===== src/rtl/i2s_rx_ctrl_module.sv =====
// I2S receive master controller: generates bck/lrck, captures one left/right pair per frame, valid/ready output.
// Define I2S_RX_CTRL_OVR_CNT_EN to add the saturating dropped-pair counter on ovr_cnt_o.
module i2s_rx_ctrl_module #(
    parameter int FRAME_RES = 32,
    parameter int DATA_RES  = 24,
    parameter int DIV_RES   = 8
) (
    input  logic                clk_i,
    input  logic                rst_ni,
    input  logic                en_i,
    input  logic [DIV_RES-1:0]  div_i,
    input  logic                clr_i,
    input  logic [DATA_RES-1:0] left_i,
    input  logic [DATA_RES-1:0] right_i,
    output logic                bck_o,
    output logic                lrck_o,
    output logic                busy_o,
    output logic [DATA_RES-1:0] left_o,
    output logic [DATA_RES-1:0] right_o,
    output logic                valid_o,
    input  logic                ready_i,
`ifdef I2S_RX_CTRL_OVR_CNT_EN
    output logic [15:0]         ovr_cnt_o,
`endif
    output logic                overrun_o
);

    localparam int BCNT_W = $clog2(2 * FRAME_RES);

    typedef enum logic [1:0] {
        S_IDLE,
        S_RUN,
        S_STOP
    } state_t;

    state_t              state_q, state_d;
    logic [DIV_RES-1:0]  div_q, dcnt;
    logic [BCNT_W-1:0]   bcnt, bcnt_inc;
    logic                first;
    logic                tick, cap_pt, capture, xfer, drop;

    assign busy_o   = (state_q != S_IDLE);
    assign tick     = busy_o && (dcnt == div_q);
    // Capture on the 3rd bck rising edge of the frame, once the receiver has settled.
    assign cap_pt   = tick && !bck_o && (bcnt == BCNT_W'(2));
    assign capture  = cap_pt && !first;
    assign xfer     = valid_o && ready_i;
    assign drop     = capture && valid_o && !ready_i;
    assign bcnt_inc = bcnt + 1'b1;

    // NOTE: every variable driven here gets a default first, so no path can infer a latch.
    always_comb begin
        state_d = state_q;
        unique case (state_q)
            S_IDLE:  if (en_i)   state_d = S_RUN;
            S_RUN:   if (!en_i)  state_d = S_STOP;
            S_STOP:  if (cap_pt) state_d = S_IDLE;
            default: state_d = S_IDLE;
        endcase
    end

    // NOTE: sequential state uses non-blocking assignments only, so all registers update together.
    always_ff @(posedge clk_i) begin
        if (!rst_ni) state_q <= S_IDLE;
        else         state_q <= state_d;
    end

    always_ff @(posedge clk_i) begin
        if (!rst_ni) begin
            div_q  <= '0;
            dcnt   <= '0;
            bcnt   <= '0;
            first  <= 1'b1;
            bck_o  <= 1'b0;
            lrck_o <= 1'b0;
        end else if (state_q == S_IDLE) begin
            bck_o  <= 1'b0;
            lrck_o <= 1'b0;
            if (en_i) begin
                div_q <= div_i;
                dcnt  <= '0;
                bcnt  <= '0;
                first <= 1'b1;
            end
        end else if (state_d == S_IDLE) begin
            // Leaving STOP: park the clocks low instead of issuing the bck rise.
            bck_o  <= 1'b0;
            lrck_o <= 1'b0;
            dcnt   <= '0;
        end else begin
            if (tick) begin
                dcnt  <= '0;
                bck_o <= ~bck_o;
                if (bck_o) begin
                    bcnt   <= bcnt_inc;
                    lrck_o <= bcnt_inc[BCNT_W-1];
                end
            end else begin
                dcnt <= dcnt + 1'b1;
            end
            if (cap_pt) first <= 1'b0;
        end
    end

    // Output register and handshake stay live in every state.
    always_ff @(posedge clk_i) begin
        if (!rst_ni) begin
            left_o    <= '0;
            right_o   <= '0;
            valid_o   <= 1'b0;
            overrun_o <= 1'b0;
        end else begin
            if (capture && (!valid_o || ready_i)) begin
                left_o  <= left_i;
                right_o <= right_i;
                valid_o <= 1'b1;
            end else if (xfer) begin
                valid_o <= 1'b0;
            end
            if (drop)       overrun_o <= 1'b1;
            else if (clr_i) overrun_o <= 1'b0;
        end
    end

`ifdef I2S_RX_CTRL_OVR_CNT_EN
    always_ff @(posedge clk_i) begin
        if (!rst_ni) begin
            ovr_cnt_o <= '0;
        end else if (drop) begin
            if (ovr_cnt_o != 16'hFFFF) ovr_cnt_o <= ovr_cnt_o + 16'd1;
        end else if (clr_i) begin
            ovr_cnt_o <= '0;
        end
    end
`endif

endmodule


===== config.mk =====
export PLATFORM = sky130hd
export DESIGN_NAME = i2s_rx_ctrl_module
export DESIGN_NICKNAME = d
export VERILOG_FILES = /design/src/rtl/i2s_rx_ctrl_module.sv
export SDC_FILE = /design/constraint.sdc
export NUM_CORES = 1
export LEC_CHECK = 0
export CAP_MARGIN = 10
export CORE_MARGIN = 2
export CORE_UTILIZATION = 45
export DETAILED_ROUTE_END_ITERATION = 7
export PLACE_DENSITY_LB_ADDON = 0.25
export SKIP_CTS_REPAIR_TIMING = 1
export SLEW_MARGIN = 15
export SYNTH_ARGS = -nofsm -noshare
export SYNTH_HDL_FRONTEND = slang
export SYNTH_SLANG_ARGS = --single-unit

===== constraint.sdc =====
create_clock -name clk_i -period 2.1 [get_ports clk_i]
set_input_delay 0.42 -clock clk_i [delete_from_list [all_inputs] [get_ports clk_i]]
set_output_delay 0.42 -clock clk_i [all_outputs]
set_load 0.05 [all_outputs]

# After elaboration in Yosys (flattened, before gate mapping)
# Cells that the tools add are included.
[totals]
wordCells = 68
in_bits = 61
register_bits = 77
out_inout_bits = 53
[op_classes]
bitwise = 2
muxes = 21
add_sub_neg = 2
reduce_logical = 26
n_eq_ne = 6
[op_table]
columns = ["cell", "count"]
rows = [
  ["two-way mux 8 bit", 4],
  ["two-way mux 6 bit", 5],
  ["nonzero test 2 bit", 6],
  ["adder 8 x 1 -> 8 bit (second input constant)", 1],
  ["== test 8 bit", 1],
  ["logical AND 1 bit", 8],
  ["two-way mux 1 bit", 8],
  ["adder 6 x 1 -> 6 bit (second input constant)", 1],
  ["== test 6 x 2 -> 1 bit (second input constant)", 1],
  ["two-way mux 2 bit", 3],
  ["case mux 2 bit (3 select lines)", 1],
  ["zero test 1 bit", 4],
  ["zero test 2 bit", 2],
  ["!= test 2 bit (second input constant)", 2],
  ["AND reduction 2 bit", 2],
  ["AND reduction 4 bit", 1],
  ["AND reduction 3 bit", 1],
  ["OR reduction 3 bit", 1],
  ["== test 2 x 1 -> 1 bit (second input constant)", 1],
  ["== test 2 bit (second input constant)", 1],
  ["NOT 1 bit", 2],
  ["logical OR 1 bit", 1],
]

# Logic depth before layout (Yosys ltp)
# Gate-level depths: netlist of run 1.
[depth]
depth_word = 9
ltp_mapped = 8
mapped_depth_nobuf = 6

# Worst setup path before layout of run 1
# Ideal clock, no wire load.
[synth_timing]
kind = "register -> register"
start = "reg bck_o"
end = "reg left_o[15]"
setup_ns = 0.117
path_stages_with_launch = 8
path_slack_ns = 0.035
required_ns = 1.983
t_arrival_ns = 1.948
period_less_slack_ns = 2.065
n_path_buf = 2
path_cell_list = "dfxtp_1 nor4_1 nand3b_1 nor4_2 buf_4 buf_6 mux2i_1 nor2b_1"
[synth_between]
elab_chain_len = 5
[synth_rtl]
columns = ["item", "line", "source"]
rows = [
  ["from (decl)", "15", "output logic bck_o,"],
  ["from (signal assigned)", "93", "bck_o <= ~bck_o;"],
  ["zero test 1 bit", "45", "assign cap_pt = tick && !bck_o && (bcnt == BCNT_W'(2));"],
  ["logical AND 1 bit (2 in series)", "45", ""],
  ["logical AND 1 bit", "46", "assign capture = cap_pt && !first;"],
  ["logical AND 1 bit", "113", "if (capture && (!valid_o || ready_i)) begin"],
  ["to (signal assigned)", "114", "left_o <= left_i;"],
  ["to (decl)", "18", "output logic [DATA_RES-1:0] left_o,"],
]
# Every way passes these cells.
# A chain may end at the register's enable or synchronous reset.

# Worst setup path in the final report of run 1
[layout_timing]
start = "reg bck_o"
end = "out bck_o"
# No word-level cell between the ends.

==> impl_metrics.json, run 1 <==
{
  "power_frac_seq": 0.462,
  "io_pins": 114,
  "criticalPathCategory": "reg2out",
  "synth_xor_xnor_area_share": 0.0354,
  "finalPower_mw": 3.22,
  "min_path_type": "in2reg",
  "setup_viol": 0,
  "clkPwrFrac": 0.444,
  "clockRootBuffer": "clkbuf_8",
  "via_per_inst": 4.88,
  "cts_buffer_depth": 2,
  "ys_types": 40,
  "maxSlewViolCount": 0,
  "synth-simple-area-share": 0.209,
  "cp_num_buf_inv": 1,
  "antenna_cells": 0,
  "seqCellArea_mm2": 0.00154,
  "synth_compound_area_frac": 0.0790,
  "p_int_mw": 2.56,
  "p_sw_mw": 0.660,
  "path_delay_family": "buffers and inverters",
  "cp_slowest_stage_delay_ns": 0.83,
  "synthArstFlopShare": 0,
  "outcome": "finished clean",
  "clock_latency_ns": 0.33,
  "synth-main-ff-cell": "dfxtp_1",
  "p_per_area_mw_per_mm2": 666,
  "finalCriticalPeriod_ns": 2.00,
  "rsz0062_at_grt": "false",
  "cts-buffers-inserted": 9,
  "cts_tree": "yes",
  "multi_input_area_mm2": 0.00160,
  "die-area_mm2": 0.00783,
  "cellLeakagePower_nw": 1.65,
  "cp_data_arrival_time_ns": 1.58,
  "synthTopCellsByArea": "dfxtp_1 (48%), mux2i_1 (15%), nor2b_1 (9.7%)",
  "grt_start_max_net_pins": 48,
  "path_clk_slew_ns": 0.08,
  "required_ns": 1.68,
  "netlist_area_mm2": 0.00321,
  "place.gp.congestion": 0.809,
  "ys_seq_elements": 77,
  "grt_pass1_wl_mm": 11.0,
  "first_pass_iters": 4,
  "synth_top_area_share": 0.480,
  "syn_inst": 317,
  "final_util": 0.705,
  "hold_viol": 0,
  "endpoint_kind": "output port",
  "cts_max_level": 3,
  "fin_worst_skew_ns": 0.00854,
  "critical-path-slowest-cell": "clkdlybuf4s50_1",
  "timing.hold.ws_ns": 0.393,
  "areaGrowthSynthToFinish_pct": 50.7,
  "grt_pass1_vias": 2392,
  "start_util": 0.468,
  "numClockSinks": 77,
  "fmax_mhz": 501,
  "synth_top_family_by_area": "simple AND/OR/NAND/NOR gates",
  "fin_nets": 510,
  "synth-edff-count": 0,
  "synth_mux_area_frac": 0.156,
  "vias": 2672,
  "yosysWarnings": 0,
  "wirelength_mm": 7.23,
  "drive_above_1_share": 0.0998,
  "postRouteAntennaNets": 0,
  "grt.overflow.total": 0,
  "fp.coreArea_mm2": 0.00687,
  "pwr-share-comb": 0.094,
  "start_kind": "flop",
  "drc": 0,
  "drv_cap": 0,
  "worstPathCellList": "clkdlybuf4s50_1",
  "die_h_um": 88.5,
  "max-vdd-ir-drop_uv": 446,
  "cp_max_fo": 5,
  "worst_slew_margin_rel": 0.637,
  "grt_usage": 0.181,
  "syn_nets": 381,
  "antenna_found_initial": 0,
  "drtIter0Drc": 105,
  "num_rows": 30,
  "io_buffers": 113,
  "synth_top_cell_by_area": "dfxtp_1",
  "syn_avg_cell_area_um2": 10.1,
  "tightest_slew_ns": 0.543,
  "switching_share": 0.205,
  "ys_seq_area_frac": 0.480,
  "final_cell_count_no_fill": 547,
  "die-width_um": 88.5,
  "routedWlPerCell_um": 13.2,
  "fillerInstances": 560,
  "synthAdderAreaFrac": 0.0117,
  "placed_cells": 531,
  "layout_worst_path_cycle_share": 0.950,
  "dp.final_hpwl_mm": 5.38
}
## layer usage
layer  wire (µm)  track usage  up-vias
met3         421       0.0429        4
met5           0            0        -
met4          51       0.0744        0
met1        3200        0.232     1230
met2        3560        0.294       88
li1            -            -     1350
## worst min-delay path, stage by stage
cell and delay [ns]:
buf_2 0.11, nand2_1 0.09, a211oi_1 0.05
## cells in the mapped netlist, drive strengths merged (5+ instances only)
master  number
a21boi      12
a21oi        7
buf          6
clkbuf      10
dfxtp       77
mux2i       49
nand2       25
nand2b       5
nand3        7
nor2         5
nor2b       50
xnor2       10
## layout make-up
class,count,area share
Inverter,3,0.00232
Tap cell,96,0.0248
Multi-Input combinational cell,221,0.331
Timing Repair Buffer,134,0.270
Sequential cell,77,0.319
Clock inverter,6,0.0276
Clock buffer,10,0.0263
## state kept, by name, summed over array words and instances (netlist names), 2 cells and up
name,cells
left_o,24
right_o,24
dcnt,8
div_q,8
bcnt,6
state_q,2
## kinds of logic (layout without fill, tap and decap cells)
logic type                 count (synthesis)  count (layout)
and+or+nand+nor                          118             118
DFF                                       77              77
muxes                                     50              50
AOI/OAI and AO/OA                         37              37
buffers and inverters                     19             153
xor gates and xnor gates                  13              13
adders and majority gates                  3               3
## path summary, 6_finish.rpt
check | cells after the start | slack [ns] | from | end
setup reg to reg | 8 | 0.13 | dcnt[0] | left_o[5]
hold reg to reg | 2 | 0.49 | div_q[4] | div_q[4]
hold / removal | 3 | 0.39 | rst_ni | lrck_o
setup / recovery | 1 | 0.10 | bck_o | bck_o
## through the flow
stage,setup slack (ns),setup TNS (ns),instance area [µm²]
floorplan,0.0346,0,3210
global placement,-0.0825,-2.76,4570
detailed placement,-0.132,-3.84,4570
CTS,0.0791,0,4830
global route,0.0123,0,4840
finish,0.105,0,4840
## cell usage in the layout, fill, tap and decap left out, types with 3 or more instances in the layout
master / Yosys / layout
clkdlybuf4s50_1: 0 / 111
dfxtp_1: 77 / 76
nor2b_1: 50 / 50
mux2i_1: 49 / 48
nand2_1: 25 / 25
buf_4: 1 / 20
a21boi_0: 10 / 10
xnor2_1: 10 / 9
clkbuf_8: 0 / 9
nand3_1: 7 / 7
a21oi_1: 7 / 6
nor2_1: 5 / 5
nand2b_1: 5 / 5
nand4_1: 4 / 4
or3_1: 4 / 4
a31oi_1: 4 / 4
bufinv_16: 0 / 4
inv_1: 3 / 3
nor4_1: 3 / 3
nand3b_1: 3 / 3
xor2_1: 3 / 3
and3_1: 3 / 3
a22o_1: 3 / 3
ha_1: 3 / 3
## power groups by stage
stage                     logic (mW)  registers, mW  clock network [mW]
after CTS                      0.301           1.49                1.47
after floorplan                0.119           1.52                   0
final                          0.303           1.49                1.43
after detailed placement       0.299           1.52                   0
after global routing           0.326           1.49                1.54
after global placement         0.296           1.52                   0
Note: power is estimated with default switching activity, not from simulation.
==> inputs of run 2 (changes only) <==
- SLEW_MARGIN: 15 -> default
==> results of run 2 <==
The final DEF is identical to that of run 1; final timing and power are the same.
